<file path="config.mk">
export PLATFORM = sky130hd
export DESIGN_NAME = dspba_delay_elastic
export DESIGN_NICKNAME = d
export VERILOG_FILES = /design/src/rtl/dspba_delay_pkg.sv /design/src/rtl/dspba_delay_skid.sv /design/src/rtl/dspba_delay_elastic.sv
export SDC_FILE = /design/constraint.sdc
export NUM_CORES = 1
export LEC_CHECK = 0
export BUFFER_PORTS_ARGS = -buffer_cell sky130_fd_sc_hd__buf_2
export CAP_MARGIN = 20
export CORE_MARGIN = 1.5
export CORE_UTILIZATION = 52
export DETAILED_ROUTE_END_ITERATION = 6
export GPL_TIMING_DRIVEN = 0
export PLACE_DENSITY = 0.88
export SLEW_MARGIN = 10
export SYNTH_ARGS = -nofsm -noshare
export SYNTH_HDL_FRONTEND = slang
export SYNTH_SLANG_ARGS = --single-unit
</file>
<file path="constraint.sdc">
create_clock -name clk -period 1.8 [get_ports clk]
set_input_delay 0.27 -clock clk [delete_from_list [all_inputs] [get_ports clk]]
set_output_delay 0.27 -clock clk [all_outputs]
set_load 0.1 [all_outputs]
</file>
<file path="src/rtl/dspba_delay_pkg.sv">
// Shared sizing helpers for the elastic delay line.
// Defining DSPBA_DELAY_SKID_EN adds a one-entry skid after the last stage.
package dspba_delay_pkg;

`ifdef DSPBA_DELAY_SKID_EN
  localparam int SKID_EN = 1;
`else
  localparam int SKID_EN = 0;
`endif

  // Occupancy counter width for a given depth; clamped to 1 bit so a
  // zero-depth pass-through still has a legal port.
  function automatic int occ_width(input int depth, input int skid);
    int cap;
    cap = (depth > 0) ? depth + skid : 0;
    return (cap < 1) ? 1 : $clog2(cap + 1);
  endfunction

  // LSB of lane k in a packed LANES*WIDTH bus.
  function automatic int lane_lsb(input int lane, input int width);
    return lane * width;
  endfunction

endpackage

</file>
<file path="src/rtl/dspba_delay_skid.sv">
// One-entry skid buffer; only compiled with DSPBA_DELAY_SKID_EN.
// An empty skid is bypassed combinationally; it captures the head on a stall.
`ifdef DSPBA_DELAY_SKID_EN
module dspba_delay_skid #(
  parameter int W = 32
) (
  input  logic         clk,
  input  logic         aclr,
  input  logic         flush,
  input  logic         in_valid,
  input  logic [W-1:0] in_data,
  output logic         in_ready,
  output logic         out_valid,
  output logic [W-1:0] out_data,
  input  logic         out_ready
);

  logic         skid_v;
  logic [W-1:0] skid_d;

  // Ready depends only on the skid register, breaking the ready path.
  assign in_ready  = !skid_v;
  assign out_valid = skid_v || in_valid;
  assign out_data  = skid_v ? skid_d : in_data;

  always_ff @(posedge clk or negedge aclr) begin
    if (!aclr) begin
      skid_v <= 1'b0;
      skid_d <= '0;
    end else if (flush) begin
      skid_v <= 1'b0;
    end else if (skid_v) begin
      if (out_ready) skid_v <= 1'b0;
    end else if (in_valid && !out_ready) begin
      skid_v <= 1'b1;
      skid_d <= in_data;
    end
  end

endmodule
`endif

</file>
<file path="src/rtl/dspba_delay_elastic.sv">
// Multi-lane fixed-depth delay line with valid/ready backpressure, bubble
// collapsing, flush and occupancy. Optional skid: DSPBA_DELAY_SKID_EN.
module dspba_delay_elastic
  import dspba_delay_pkg::*;
#(
  parameter  int WIDTH = 32,
  parameter  int LANES = 1,
  parameter  int DEPTH = 2,
  localparam int OCC_W = occ_width(DEPTH, SKID_EN)
) (
  input  logic                   clk,
  input  logic                   aclr,
  input  logic                   flush,
  input  logic                   in_valid,
  input  logic [LANES*WIDTH-1:0] in_data,
  output logic                   in_ready,
  output logic                   out_valid,
  output logic [LANES*WIDTH-1:0] out_data,
  input  logic                   out_ready,
  output logic [OCC_W-1:0]       occupancy
);

  // Handshake: a transfer happens on a rising edge where valid && ready are
  // both high; valid never waits on ready, and data is only meaningful with valid.

  if (DEPTH == 0) begin : g_pass
    assign out_valid = in_valid;
    assign out_data  = in_data;
    assign in_ready  = out_ready;
    assign occupancy = '0;
  end else begin : g_pipe
    logic [DEPTH-1:0]       v;
    logic [WIDTH-1:0]       d      [DEPTH][LANES];
    logic [DEPTH-1:0]       up_v;
    logic [WIDTH-1:0]       up_d   [DEPTH][LANES];
    logic [DEPTH-1:0]       stage_rdy;
    logic                   head_rdy;
    logic [LANES*WIDTH-1:0] head_d;
    logic [OCC_W-1:0]       occ_q;
    logic                   in_hs;
    logic                   out_hs;

    always_comb begin
      up_v = '0;
      for (int i = 0; i < DEPTH; i++) begin
        for (int k = 0; k < LANES; k++) up_d[i][k] = '0;
      end
      up_v[0] = in_valid;
      for (int k = 0; k < LANES; k++) begin
        up_d[0][k] = in_data[lane_lsb(k, WIDTH) +: WIDTH];
      end
      for (int i = 1; i < DEPTH; i++) begin
        up_v[i] = v[i-1];
        for (int k = 0; k < LANES; k++) up_d[i][k] = d[i-1][k];
      end
    end

    // A stage is ready unless it and every stage downstream of it are full
    // while the head is blocked; invalid stages always load, collapsing bubbles.
    always_comb begin
      logic all_full;
      all_full  = 1'b1;
      stage_rdy = '0;
      for (int i = DEPTH - 1; i >= 0; i--) begin
        all_full     = all_full && v[i];
        stage_rdy[i] = head_rdy || !all_full;
      end
    end

    always_comb begin
      head_d = '0;
      for (int k = 0; k < LANES; k++) begin
        head_d[lane_lsb(k, WIDTH) +: WIDTH] = d[DEPTH-1][k];
      end
    end

    always_ff @(posedge clk or negedge aclr) begin
      if (!aclr) begin
        v <= '0;
        for (int i = 0; i < DEPTH; i++) begin
          for (int k = 0; k < LANES; k++) d[i][k] <= '0;
        end
      end else begin
        for (int i = 0; i < DEPTH; i++) begin
          if (flush) begin
            v[i] <= 1'b0;
          end else if (stage_rdy[i]) begin
            v[i] <= up_v[i];
            if (up_v[i]) begin
              for (int k = 0; k < LANES; k++) d[i][k] <= up_d[i][k];
            end
          end
        end
      end
    end

`ifdef DSPBA_DELAY_SKID_EN
    dspba_delay_skid #(
      .W(LANES * WIDTH)
    ) u_skid (
      .clk      (clk),
      .aclr     (aclr),
      .flush    (flush),
      .in_valid (v[DEPTH-1]),
      .in_data  (head_d),
      .in_ready (head_rdy),
      .out_valid(out_valid),
      .out_data (out_data),
      .out_ready(out_ready)
    );
`else
    assign head_rdy  = out_ready;
    assign out_valid = v[DEPTH-1];
    assign out_data  = head_d;
`endif

    // Flush blocks acceptance so nothing slips in behind the clear.
    assign in_ready = stage_rdy[0] && !flush;
    assign in_hs    = in_valid && in_ready;
    assign out_hs   = out_valid && out_ready;

    always_ff @(posedge clk or negedge aclr) begin
      if (!aclr) begin
        occ_q <= '0;
      end else if (flush) begin
        occ_q <= '0;
      end else if (in_hs && !out_hs) begin
        occ_q <= occ_q + OCC_W'(1);
      end else if (!in_hs && out_hs) begin
        occ_q <= occ_q - OCC_W'(1);
      end
    end

    assign occupancy = occ_q;
  end

endmodule

</file>
Yosys cells after proc, flatten, opt, wreduce, memory -nomap -nowiden
Cells that the tools add are included.
{"block": "totals", "reg_bits": 68, "in_bits": 37, "word_cells": 33}
{"block": "op_classes", "add_sub_neg": 2, "n_mux": 7, "bitwise_logic": 1, "reduce_logical": 18}
{"op": "1-bit logical AND", "count": 6}
{"op": "2-bit two-way mux", "count": 3}
{"op": "3-bit AND reduction", "count": 2}
{"op": "1-bit zero test", "count": 5}
{"op": "1-bit two-way mux", "count": 4}
{"op": "2-bit nonzero test", "count": 2}
{"op": "3-bit nonzero test", "count": 1}
{"op": "2-bit by 1-bit adder with 2-bit output, second input constant", "count": 1}
{"op": "1-bit logical OR", "count": 2}
{"op": "2-bit by 1-bit subtractor with 2-bit output, second input constant", "count": 1}
{"op": "1-bit inverter", "count": 1}

Depth between registers and ports, before layout
Gate-level depths: netlist of run 1.
{"block": "depth", "ltp_word": 10, "mapped_depth": 5, "depth_no_buf": 3}

Least setup slack after synthesis of run 1
Ideal clock, no wire load.
{"block": "synth_path", "kind": "register -> output", "start": "register g_pipe.v[1]", "end": "output port in_ready", "arrival_ns": 2.367, "required_time_ns": 1.530, "slack_ns": -0.837, "stages_incl_launch_ff": 3, "path_buffers": 0, "path_cell_list": "dfrtp_1 -> and3b_1 -> nor2_1"}
{"block": "synth_between", "elab_chain_cells": 4}
{"element": "from (decl)", "line": "dspba_delay_elastic.sv:32", "source": "logic [DEPTH-1:0] v;"}
{"element": "from (signal, indexed assignment)", "line": "dspba_delay_elastic.sv:88", "source": "v[i] <= up_v[i];"}
{"element": "1-bit logical AND", "line": "dspba_delay_elastic.sv:65", "source": "all_full = all_full && v[i];"}
{"element": "1-bit zero test", "line": "dspba_delay_elastic.sv:66", "source": "stage_rdy[i] = head_rdy || !all_full;"}
{"element": "1-bit logical OR", "line": "dspba_delay_elastic.sv:66"}
{"element": "1-bit logical AND", "line": "dspba_delay_elastic.sv:118", "source": "assign in_ready = stage_rdy[0] && !flush;"}
{"element": "to (decl)", "line": "dspba_delay_elastic.sv:16", "source": "output logic in_ready,"}
No other way between the ends.

Worst setup path in the final report of run 1
Same ends and word-level chain as after synthesis.

==> flow_summary.json, run 1 <==
{
  "critical_path.max_fanout": 7,
  "fillerInstances": 429,
  "cts_buf_count": 9,
  "first_global_vias": 1738,
  "max_slew_margin": 0.448,
  "ir_worst_vdd_v": 0.000965,
  "hold_slack_ns": 0.0371,
  "avgSynthCellArea_um2": 15.0,
  "placeable_area_mm2": 0.00544,
  "power.leakage_nw": 1.72,
  "synth_area_mm2": 0.00291,
  "clkSinkCount": 68,
  "worst_ep_required_time_ns": 1.53,
  "final_cell_mix": "70 x buf_2, 66 x dfrtp_1, 63 x mux2_2, 33 x buf_4, 12 x clkbuf_8",
  "ant_nets": 0,
  "count_of_distinct_cell_types_in_the_synthesized_netlist": 22,
  "post-route-drc-count": 0,
  "fin_crit_ns": 1.67,
  "post_syn_nets": 231,
  "cts-root-to-sink-buffers": 2,
  "antenna_violations_before_repair": 0,
  "overall_die_area_mm2": 0.00605,
  "initial_core_util": 0.535,
  "finalPower_mw": 5.84,
  "place.port_buffers": 71,
  "maxCapViolations": 0,
  "clock-root-buffer": "clkbuf_8",
  "regToRegEndpoint": "out_data[12]",
  "timing_worst_slew_pin_value_ns": 0.828,
  "ratio_of_cells_with_drive_above_1_in_the_final_layout": 0.701,
  "clkLatencyLatePin_ns": 0.33,
  "drt_iter0_markers": 43,
  "post-cts-setup-buffers": 0,
  "grt_residual_overflow": 0,
  "critical_path_arrival_ns": 1.40,
  "core.rowCount": 27,
  "final_min_period_over_clock_period": 0.928,
  "largest_net_degree_at_the_start_of_global_routing": 69,
  "placedCellCount": 337,
  "synth_cells": 194,
  "worst_setup_path_start_kind": "register",
  "wl_per_cell_um": 12.8,
  "drv_slew": 0,
  "outcome": "complete, no violations",
  "route.vias.total": 1671,
  "worst_clock_skew_ns": 0.00551,
  "mostFrequentLayoutCell": "buf_2",
  "setup_viol": 0,
  "die-width_um": 77.8,
  "setup.worst_path.class": "register to output pin",
  "worstSetupEndpointType": "output pin",
  "place_congestion": 0.694,
  "max_freq_mhz": 599,
  "areaGrowthSynthToFinish_pct": 22.3,
  "die-height_um": 77.8,
  "path_cells": "and3b_1 > nor2_4 > clkbuf_4",
  "finish.cell_count_without_fillers": 353,
  "yosys_register_bits": 68,
  "antenna_cells": 0,
  "rrSetupSlack_ns": 0.21,
  "totalNegativeSetupSlack_ns": 0,
  "path_clk_slew_ns": 0.07,
  "layout.nets": 313,
  "critical-path-slowest-cell": "dfrtp_2",
  "cp_slowest_stage_delay_ns": 0.45,
  "regToRegStartpoint": "g_pipe.v[1]",
  "place_hpwl_um": 3140,
  "power_per_cell_area_mw_per_mm2": 1640,
  "grt_setup_unrepaired": "false",
  "drt_pass1_iterations": 4,
  "global_route.usage.total": 0.167,
  "hold_viol": 0,
  "synth.yosys.seq_area_share": 0.585,
  "detail_route.vias_per_cell": 4.73,
  "worstRegToRegCells": 4,
  "cts_tree": "built",
  "routed_wirelength_um": 4500,
  "design.portCount": 73,
  "synth-warning-count": 0,
  "ctsHtreeMaxLevel": 3,
  "worstHoldPathType": "input port to async pin",
  "grt_first_pass_wirelength_um": 7680
}
how the worst max path moves through the flow:
stage | end | slack (ns) | startpoint | depth (start not counted)
global placement | g_pipe.v[1] | 0.1 | aclr | 1
CTS | in_ready | 0.006 | g_pipe.v[1] | 3
detailed placement | out_data[17] | 0.19 | g_pipe.v[1] | 4
finish | in_ready | 0.13 | g_pipe.v[1] | 3
global route | in_ready | 0.06 | g_pipe.v[1] | 3
floorplan | out_data[0] | 0.06 | g_pipe.v[1] | 4
area by class of cell:
cell class              instances  area (µm²)  share of cell area
plain buffers                  39         313              0.0879
clock buffers                  12         165              0.0464
clock inverters                 4        22.5             0.00633
multi-input cells              87         902               0.254
flip-flops and latches         68        1700               0.479
well taps                      72        90.1              0.0253
repair buffers                 71         360               0.101
power breakdown:
| group | total (mW) | leakage [nW] | internal [mW] | switching (mW) |
|---|---|---|---|---|
| Clock | 1.14 | 0.0982 | 0.605 | 0.533 |
| Sequential | 2.02 | 0.807 | 1.86 | 0.160 |
| Combinational | 2.69 | 0.810 | 0.709 | 1.98 |
stage by stage:
step	setup slack (ns)	cell area [µm²]	utilization
floorplan	0.0610	2920	-
global placement	0.0966	3360	0.619
detailed placement	0.192	3370	0.619
CTS	0.00642	3550	0.654
global route	0.0572	3560	0.654
finish	0.130	3560	0.654
synth_stat cells (all sizes together):
master	count	area, µm²
nand2	1	6.26
nand3b	1	7.51
o211ai	1	7.51
mux2	65	736
nand2b	1	6.26
nor3b	2	26.3
dfrtp	68	1700
and3b	3	26.3
buf	39	313
o21ai	1	5.00
nor2	6	22.5
a211oi	1	7.51
nor2b	3	28.8
a21boi	1	7.51
a22oi	1	7.51
repair_timing:
item	in CTS	in global routing
setup endpoints to repair	0	1
gates resized for setup	0	1
hold buffers	0	0
metal layers:
| metal | GRT usage | vias up | share of wire |
|---|---|---|---|
| li1 | - | 800 | - |
| met1 | 0.208 | 819 | 0.45 |
| met2 | 0.257 | 47 | 0.48 |
| met3 | 0.0647 | 5 | 0.063 |
| met4 | 0.0764 | 0 | 0.0084 |
| met5 | 0 | - | 0 |
state kept, by name (all words and copies together), names as in the netlist:
| signal | count |
|---|---|
| g_pipe.d | 32 |
| g_pipe.v | 2 |
| occupancy | 2 |
| out_data | 32 |
kinds of logic after synthesis:
family	Yosys count	synth area share
buffers and inverters	39	0.108
multiplexers	65	0.253
AO/OA/AOI/OAI	5	0.0120
flip-flops	68	0.585
AND/OR/NAND/NOR	17	0.0426
worst max-delay path, delay by kind of cell, from the launching register on:
family | cells | cell delay, ns
DFF | 1 | 0.45
buffers and inverters | 1 | 0.33
and+or+nand+nor | 2 | 0.29
(Power assumes the default switching activity.)
==> run 2, diff against run 1 <==
BUFFER_PORTS_ARGS = not set   (was -buffer_cell sky130_fd_sc_hd__buf_2)
CORE_UTILIZATION = 60   (was 52)
DONT_BUFFER_PORTS = 1   (was not set)
PLACE_DENSITY = 0.86   (was 0.88)
==> flow_summary.json, run 2 (synthesized netlist as in run 1, its figures left out) <==
{
  "outcome": "complete, but fails checks",
  "violations_in_the_final_reports": "hold timing, setup timing",
  "core.rowCount": 25,
  "worst_ep_required_time_ns": 1.53,
  "grt.busiest_layer": "met2",
  "worst_setup_path_start_kind": "register",
  "detailedPlace.worstSlack_ns": -0.141,
  "final_area_mm2": 0.00346,
  "ant_nets": 0,
  "fin_crit_ns": 2.00,
  "power_per_cell_area_mw_per_mm2": 1710,
  "worstHoldPathType": "input port to async pin",
  "place_hpwl_um": 3250,
  "clkSinkCount": 68,
  "hold_viol": 68,
  "worstSetupEndpointType": "output pin",
  "timing.final.ws_setup_ns": -0.198,
  "grt_first_pass_wirelength_um": 8200,
  "maxCapViolations": 0,
  "route.vias.total": 1486,
  "antenna_cells": 0,
  "timing_worst_slew_pin_value_ns": 0.912,
  "max_freq_mhz": 501,
  "ratio_of_cells_with_drive_above_1_in_the_final_layout": 0.615,
  "cts_buf_count": 9,
  "critical_path.max_fanout": 7,
  "detail_route.vias_per_cell": 5.46,
  "first_global_vias": 1644,
  "antenna_violations_before_repair": 0,
  "mostFrequentLayoutCell": "dfrtp_1",
  "wl_per_cell_um": 19.0,
  "grt_use_met2": 0.350,
  "power.leakage_nw": 1.59,
  "grt_residual_overflow": 0,
  "dpl_cell_area_mm2": 0.00299,
  "overall_die_area_mm2": 0.00528,
  "global_route.usage.total": 0.213,
  "place.port_buffers": 0,
  "ctsHtreeMaxLevel": 3,
  "worst_clock_skew_ns": 0.00731,
  "cts-root-to-sink-buffers": 2,
  "placeable_area_mm2": 0.00469,
  "path_cells": "and3b_1 > nor2_4",
  "critical_path_arrival_ns": 1.73,
  "setup_viol": 17,
  "routed_wirelength_um": 5160,
  "critical-path-slowest-cell": "dfrtp_4",
  "finalPower_mw": 5.93,
  "final_min_period_over_clock_period": 1.11,
  "cp_slowest_stage_delay_ns": 0.64,
  "grt_use_met1": 0.262,
  "fillerInstances": 284,
  "place_congestion": 0.703,
  "clock-root-buffer": "clkbuf_8",
  "drv_slew": 0,
  "post-route-drc-count": 0,
  "clkLatencyLatePin_ns": 0.33,
  "initial_core_util": 0.620,
  "max_slew_margin": 0.392,
  "die-width_um": 72.6,
  "die-height_um": 72.6,
  "utilization": 0.737,
  "layout.nets": 250,
  "largest_net_degree_at_the_start_of_global_routing": 69,
  "setup.worst_path.class": "register to output pin",
  "critPathBufInv": 0,
  "design.portCount": 73,
  "areaGrowthSynthToFinish_pct": 18.9,
  "cts_tree": "built",
  "worst_path_dominant_cell_family": "simple AND/OR/NAND/NOR gates",
  "drt_iter0_markers": 40,
  "grt_setup_unrepaired": "true",
  "hold_slack_ns": -0.376,
  "global_route.usage.met3": 0.0594,
  "path_clk_slew_ns": 0.08,
  "drt_pass1_iterations": 3,
  "final_cell_mix": "66 x dfrtp_1, 33 x buf_4, 32 x mux2_4, 32 x mux2_2, 10 x clkbuf_8",
  "ir_worst_vdd_v": 0.00113
}
[run 2: cell count changes in the layout (fill, tap and decap cells not counted), sizes merged]
cell	before	now
buf	109	47
bufinv	0	1
clkbuf	13	10
clkinvlp	1	2
[run 2: area by class of cell]
cell class	count	area (µm²)	share of cell area
tap	54	67.6	0.0195
multi-input combinational	87	1020	0.294
buffer	39	324	0.0937
timing repair buffer	8	141	0.0409
clock buffer	10	138	0.0398
clock inverter	6	63.8	0.0184
sequential	68	1710	0.493
[run 2: power breakdown]
part	switching (mW)	leakage (nW)	internal, mW
registers	0.236	0.807	1.86
clock network	0.547	0.0983	0.674
logic	1.90	0.689	0.704
[run 2: worst register-to-register path, delay by kind of cell, from the launching register on]
family | cells | cell delay (ns)
flops | 1 | 0.64
simple gates | 2 | 0.41
buf+inv | 3 | 0.41
mux | 1 | 0.30
[run 2: repair_timing]
| item | 4_1_cts | 5_1_grt |
|---|---|---|
| gates cloned | 3 | 0 |
| pin swaps | 2 | 2 |
| gates resized for setup | 35 | 6 |
| endpoints found under the hold margin | 68 | 68 |
| setup endpoints to repair | 60 | 32 |
| setup buffers | 6 | 3 |
[run 2: routing by layer]
layer  share of wire  vias up  wire (µm)
met2            0.52       52       2690
met5               0        -          0
met1            0.41      752       2090
li1                -      669          -
met4           0.017        0         89
met3           0.056       13        289
[run 2: worst paths after layout]
| kind | startpoint | endpoint | slack [ns] | depth (start not counted) |
|---|---|---|---|---|
| max | g_pipe.v[1] | in_ready | -0.20 | 2 |
| min | aclr | g_pipe.d[35] | -0.38 | 0 |
| max reg2reg | g_pipe.v[1] | out_data[24] | -0.07 | 6 |
| min reg2reg | g_pipe.d[39] | out_data[7] | 0.50 | 1 |
| max in group asynchronous | aclr | g_pipe.v[1] | 2.05 | 0 |
| min in group clk | in_data[8] | g_pipe.d[40] | 0.07 | 1 |
[run 2: through the flow]
| step | hold slack (ns) | TNS, ns | cells |
|---|---|---|---|
| after global routing | -0.398 | -1.77 | 272 |
| after global placement | -0.0241 | -2.44 | 248 |
| after CTS | -0.389 | -1.61 | 273 |
| after floorplan | -0.0256 | 0 | 194 |
| final | -0.376 | -0.902 | 272 |
| after detailed placement | -0.0240 | -3.96 | 248 |
